**src/rtl/mod_counter_ud.sv**
```systemverilog
// Modulo-UPTO up/down counter with parallel load, wrap or saturate at the
// boundaries, a combinational terminal-count output for cascading and a registered boundary pulse.
module mod_counter_ud #(
    parameter int NBITS    = 4,
    parameter int UPTO     = 11,
    parameter bit SATURATE = 1'b0
) (
    input  logic             clk,
    input  logic             clear,
    input  logic             en,
    input  logic             up,
    input  logic             load,
    input  logic [NBITS-1:0] din,
    output logic [NBITS-1:0] q,
    output logic [NBITS-1:0] qbar,
    output logic             tc,
    output logic             evt
);

    // The modulus must leave at least two states and fit in NBITS.
    if ((UPTO < 2) || (64'(UPTO) > (64'd1 << NBITS))) begin : g_bad_param
        $error("mod_counter_ud: UPTO=%0d illegal for NBITS=%0d", UPTO, NBITS);
    end

    localparam logic [NBITS-1:0] MAX_CNT = NBITS'(UPTO - 1);

    logic [NBITS-1:0] q_q, q_d;
    logic             evt_q, evt_d;
    logic             at_top, at_bot;

    assign at_top = (q_q == MAX_CNT);
    assign at_bot = (q_q == '0);

    // Boundaries are decoded explicitly so UPTO == 2**NBITS never relies on overflow.
    always_comb begin
        q_d   = q_q;
        evt_d = 1'b0;
        if (load) begin
            q_d = (din > MAX_CNT) ? MAX_CNT : din;
        end else if (en) begin
            if (up) begin
                if (at_top) begin
                    evt_d = 1'b1;
                    q_d   = SATURATE ? q_q : '0;
                end else begin
                    q_d = q_q + NBITS'(1);
                end
            end else begin
                if (at_bot) begin
                    evt_d = 1'b1;
                    q_d   = SATURATE ? q_q : MAX_CNT;
                end else begin
                    q_d = q_q - NBITS'(1);
                end
            end
        end
    end

    always_ff @(posedge clk or posedge clear) begin
        if (clear) begin
            q_q   <= '0;
            evt_q <= 1'b0;
        end else begin
            q_q   <= q_d;
            evt_q <= evt_d;
        end
    end

    assign q    = q_q;
    assign qbar = ~q_q;
    assign evt  = evt_q;
    assign tc   = en & ~load & ((up & at_top) | (~up & at_bot));

endmodule

```
**config.mk**
```make
export PLATFORM = sky130hd
export DESIGN_NAME = mod_counter_ud
export DESIGN_NICKNAME = d
export VERILOG_FILES = /design/src/rtl/mod_counter_ud.sv
export SDC_FILE = /design/constraint.sdc
export NUM_CORES = 1
export LEC_CHECK = 0
export ABC_AREA = 1
export BUFFER_PORTS_ARGS = -buffer_cell sky130_fd_sc_hd__buf_2
export CORE_AREA = 2 2 39 41
export CTS_BUF_LIST = sky130_fd_sc_hd__clkbuf_16
export CTS_CLUSTER_SIZE = 25
export DETAILED_ROUTE_END_ITERATION = 6
export DIE_AREA = 0 0 41 43
export SYNTH_ARGS = -nofsm -noshare
export SYNTH_HDL_FRONTEND = slang
export SYNTH_SLANG_ARGS = --single-unit
```
**constraint.sdc**
```tcl
create_clock -name clk -period 2 [get_ports clk]
set_input_delay 0.2 -clock clk [delete_from_list [all_inputs] [get_ports clk]]
set_output_delay 0.2 -clock clk [all_outputs]
set_load 0.1 [all_outputs]
```
After elaboration in Yosys (flattened, before gate mapping)
Cells that the tools add are included.
{"block": "word_totals", "word_cells": 27, "regBits": 5, "inputBits": 9}
{"block": "classes", "mux": 11, "n_addsub": 2, "n_reduce_logical": 2, "n_bitwise": 8, "magnitude_cmp": 1, "n_eq_ne": 1}
{"op": "4-bit two-way mux", "n": 6}
{"op": "1-bit two-way mux", "n": 5}
{"op": "4-bit by 1-bit adder with 4-bit output (second input constant)", "n": 1}
{"op": "1-bit AND", "n": 4}
{"op": "4-bit equality test (second input constant)", "n": 1}
{"op": "4-bit > comparator (second input constant)", "n": 1}
{"op": "4-bit zero test", "n": 1}
{"op": "4-bit NOT", "n": 1}
{"op": "4-bit by 1-bit subtractor with 4-bit output (second input constant)", "n": 1}
{"op": "1-bit NOT", "n": 2}
{"op": "2-bit nonzero test", "n": 1}
{"op": "1-bit OR", "n": 1}

Depth between registers and ports, before layout
{"block": "depth", "word_depth": 5, "ltp_mapped": 9, "ltp_nobuf": 9}

Least setup slack after synthesis
OpenSTA, ideal clock, no wires.
{"block": "synth_path", "path_type": "register to output", "start": "register q_q[0] (netlist: q[0])", "end": "output port tc", "t_arrival_ps": 3500, "path_stages_with_launch": 7, "n_path_buf": 0, "required_time_ps": 1800, "setup_slack_ps": -1700, "cell_sequence": "dfrtp_1 > inv_1 > ha_1 > nand3_2 > nand2_1 > nand2_2 > nor2_1"}
{"block": "synth_via", "elab_chain_len": 4}
{"item": "start: declaration", "line_no": "27", "rtl": "logic [NBITS-1:0] q_q, q_d;"}
{"item": "start signal: assignment", "line_no": "64", "rtl": "q_q <= q_d;"}
{"item": "4-bit equality test or 4-bit zero test (tied branches)", "line_no": "31, 32"}
{"item": "1-bit AND", "line_no": "72", "rtl": "assign tc = en & ~load & ((up & at_top) | (~up & at_bot));"}
{"item": "1-bit OR *", "line_no": "72"}
{"item": "1-bit AND *", "line_no": "72"}
{"item": "end: declaration", "line_no": "16", "rtl": "output logic tc,"}
Every way passes the cells marked *; elsewhere a longest branch is shown, timed or not.

Worst setup path in the final report
Same ends and word-level chain as after synthesis.

==> impl_table.tex <==
\begin{tabular}{lr}
\hline
Metric & Value \\
\hline
\multicolumn{2}{l}{\textbf{Outcome}} \\
Outcome & finished, final reports clean \\
\multicolumn{2}{l}{\textbf{Yosys}} \\
Number of distinct standard cells referenced by the synthesized netlist & 20 \\
Synthesized instance count & 75 \\
Netlist Area Pre-Place & 495 sq um \\
Compound-gate portion of the synthesized area & 9.85\% \\
Yosys warns & 0 \\
Mux share of post-synthesis cell area & 0\% \\
Async set-or-reset flop fraction in the synthesized netlist & 100\% \\
Post-Synth XOR/XNOR Area & 0\% \\
Fraction of the mapped netlist area in adder cells & 10.1\% \\
Net count of the mapped netlist & 88 \\
Register area share after synthesis & 25.3\% \\
Number of enable-type register cells in the synthesized netlist & 0 \\
Synthesized flop and latch total & 5 \\
Most instantiated flip-flop cell in the synthesis netlist & sky130\_fd\_sc\_hd\_\_dfrtp\_1 \\
Dominant combinational cell family by area after synthesis & simple AND/OR/NAND/NOR gates \\
Post-synthesis simple-gate area fraction & 41.9\% \\
Post-synthesis area per instance & 6.61 sq um \\
\multicolumn{2}{l}{\textbf{Critical path}} \\
Bufs and invs on worst path & 2 \\
Reg-to-reg slack, setup & 0.60 ns \\
Endpoint of the worst-slack reg-to-reg timing path & q[0] \\
Critical-path cell list & clkinvlp\_4 > ha\_4 > nand3\_2 > nand2\_2 > nand2\_2 > nor2\_4 > buf\_12 \\
Required time of the worst setup path & 1.80 ns \\
Critical path type & reg -> out \\
Setup crit start kind & flop \\
Slowest cell delay on critical path & 0.51 ns \\
Data arrival time at the worst-slack endpoint & 1.61 ns \\
Max Fanout on Critical Path & 7 \\
Worst reg-to-reg path cell count & 7 \\
Startpoint of the lowest-slack register-to-register path & q[0] \\
Top delay family on crit path & flip-flops \\
Cell repeated most along the worst path & sky130\_fd\_sc\_hd\_\_nand2\_2 \\
Critical-path top delay cell & sky130\_fd\_sc\_hd\_\_dfrtp\_4 \\
Element type at the critical path end & output port \\
\multicolumn{2}{l}{\textbf{Clocking}} \\
Clock sinks & 5 \\
Register clock-pin slew on the reported worst setup and hold paths & 0.03 ns \\
Clock latency on the worst-skew pair & 0.23 ns \\
Number of gates given a new drive strength after cts & 0 \\
Maximum number of buffers from clock root to sink & 2 \\
Clock root buffer & sky130\_fd\_sc\_hd\_\_clkbuf\_16 \\
H-tree levels & 1 \\
Clock buffers created by TritonCTS & 3 \\
CTS tree & done \\
\multicolumn{2}{l}{\textbf{Min path}} \\
Start point of the worst hold path & en \\
Count of cells along the worst hold path & 3 \\
End point of the worst hold path & q[2] \\
Worst hold path type & in -> reg \\
\multicolumn{2}{l}{\textbf{Timing}} \\
Final hold vios & 0 \\
Slew Viols, Final & 0 \\
Minimum hold slack & 0.261 ns \\
Least setup slack across all paths after layout & 0.186 ns \\
Headroom to the max-slew limit & 67.7\% \\
Setup repair after global routing missed its margin & false \\
Skew final & 0.00207 ns \\
Actual slew at the worst max-slew pin & 0.487 ns \\
Total of endpoints with negative setup slack in the final report & 0 \\
Final worst-path cycle share & 90.7\% \\
Final period demand of the worst path & 1.81 ns \\
Highest Clock Rate & 551 MHz \\
\multicolumn{2}{l}{\textbf{GRT}} \\
Overall routing resource usage & 17.8\% \\
Number of global-route vias before repair & 510 \\
Antenna violations before repair & 0 \\
First-pass GRT wire length & 2060 um \\
Total overflow reported by the global router & 0 \\
Maximum number of pins on one net before global-route repair & 10 \\
\multicolumn{2}{l}{\textbf{Die}} \\
Starting density of the core & 35.8\% \\
Ports & 19 \\
Height of the die & 43 um \\
Number of cell rows & 14 \\
Die footprint & 0.00176 sq mm \\
Placeable core region & 0.00138 sq mm \\
Die X & 41 um \\
\multicolumn{2}{l}{\textbf{Finish}} \\
Layout area overhead & 52.8\% \\
Net count, final & 111 \\
Number of fill cells in the layout & 141 \\
Sequential Area & 134 sq um \\
Proportion of layout cells with a drive suffix above 1 & 40.2\% \\
Area occupied by multi-input gates & 339 sq um \\
Count of inserted antenna diode cells & 0 \\
\multicolumn{2}{l}{\textbf{Power and ir drop}} \\
Clock power share & 38.9\% \\
Cell internal pwr & 0.456 mW \\
Sequential fraction of design power & 18.1\% \\
Part of the total power dissipated in combinational logic & 43.0\% \\
Maximum vdd ir drop & 0.000594 V \\
Net switching fraction of the power & 44.8\% \\
Power density of the placed cells & 1090 mW/mm\^{}2 \\
Leakage dissipation & 0.379 nW \\
P\_sw & 0.370 mW \\
\multicolumn{2}{l}{\textbf{Detailed routing}} \\
Antenna viol nets, final & 0 \\
TritonRoute pass-1 iters & 4 \\
M1 wire length & 544 um \\
Met3 WL post-DR & 40 um \\
Vias & 541 \\
Average vias per placed instance & 4.79 \\
Post-detailed-routing wire length & 1240 um \\
Number of DRC violations after detailed routing & 0 \\
Amount of wire on met2 after detailed routing & 613 um \\
Uppermost routed layer & met4 \\
Routed wire length per instance & 10.9 um \\
Drt first-iter violations & 12 \\
\multicolumn{2}{l}{\textbf{Place}} \\
Worst-case setup slack after placement & 0.411 ns \\
Gpl congestion & 0.770 \\
Number of I/O port buffers & 18 \\
Placed wire-length estimate after detailed placement & 996 um \\
\multicolumn{2}{l}{\textbf{Flow run}} \\
Number of violations of the max-capacitance limit & 0 \\
\hline
\end{tabular}
-- synthesized netlist by cell type, drive strengths merged, types with 2 or more instances --
| cell | n | area (sq um) |
|---|---|---|
| a21oi | 3 | 18.8 |
| dfrtp | 5 | 125 |
| ha | 4 | 50.1 |
| inv | 14 | 52.6 |
| nand2 | 24 | 97.6 |
| nand3 | 10 | 60.1 |
| nor2 | 6 | 38.8 |
| o21ai | 2 | 10.0 |
-- placed cells by master, fill, tap and decap left out, types with 2 or more instances in the layout --
cell	instances
sky130_fd_sc_hd__nand2_1	21
sky130_fd_sc_hd__buf_2	17
sky130_fd_sc_hd__inv_1	10
sky130_fd_sc_hd__nand3_1	8
sky130_fd_sc_hd__nor2_1	4
sky130_fd_sc_hd__clkinvlp_4	3
sky130_fd_sc_hd__nand2_2	3
sky130_fd_sc_hd__clkbuf_16	3
sky130_fd_sc_hd__a21oi_1	2
sky130_fd_sc_hd__nand3_2	2
sky130_fd_sc_hd__o21ai_0	2
sky130_fd_sc_hd__ha_4	2
sky130_fd_sc_hd__ha_1	2
sky130_fd_sc_hd__dfrtp_1	2
sky130_fd_sc_hd__dfrtp_4	2
-- registers in the layout (all words and copies together) (netlist names) --
register and cells:
evt 1, q 4
-- area by class of cell --
cell class | count | area share, %
Multi-Input combinational cell | 54 | 44.8
Sequential cell | 5 | 17.7
Timing Repair Buffer | 19 | 15.2
Clock buffer | 3 | 9.92
Inverter | 15 | 9.26
Tap cell | 16 | 2.64
Clock inverter | 1 | 0.496
-- what timing repair did --
item,in CTS,in global routing
hold endpoints to repair,5,0
buffers inserted,0,0
hold buffers,1,0
setup endpoints to repair,0,0
-- power by group through the flow --
stage / combinational [mW] / clock, mW / sequential, mW
6_report: 0.355 / 0.322 / 0.150
2_1_floorplan: 0.208 / 0 / 0.235
4_1_cts: 0.358 / 0.327 / 0.151
3_5_place_dp: 0.355 / 0 / 0.152
3_3_place_gp: 0.355 / 0 / 0.151
5_1_grt: 0.380 / 0.336 / 0.154
-- per-layer routing --
metal  track usage, %  up-vias
met4             13.3        0
met1             20.3      238
met5                0        -
met3             3.14        5
met2             27.5       16
li1                 -      282
-- kinds of logic after synthesis --
logic type / Yosys count
AOI/OAI and AO/OA: 8
adders and majority gates: 4
buffers and inverters: 16
DFF: 5
and+or+nand+nor: 42
-- worst min-delay path: cells and delay by family --
family	cells	cell delay [ns]
buf+inv	1	0.11
compound gates	1	0.09
simple gates	1	0.05
-- worst max path at each step --
stage	start	end	slack [ns]	cells after the start
3_3_place_gp	q[0]	tc	0.44	7
2_1_floorplan	q[0]	tc	-0.27	6
5_1_grt	q[0]	tc	0.09	7
3_5_place_dp	q[0]	tc	0.41	7
4_1_cts	q[0]	tc	0.17	7
6_report	q[0]	tc	0.19	7
-- metrics by stage --
| stage | cell area (sq um) | TNS [ns] | power, mW | instances | utilization [%] |
|---|---|---|---|---|---|
| 2_1_floorplan | 551 | -0.655 | 0.443 | 75 | - |
| 3_3_place_gp | 668 | 0 | 0.506 | 108 | 48.3 |
| 3_5_place_dp | 668 | 0 | 0.506 | 108 | 48.3 |
| 4_1_cts | 757 | 0 | 0.835 | 113 | 54.7 |
| 5_1_grt | 757 | 0 | 0.870 | 113 | 54.7 |
| 6_report | 757 | 0 | 0.826 | 113 | 54.7 |
No activity file was read; power rests on OpenSTA's default activity.
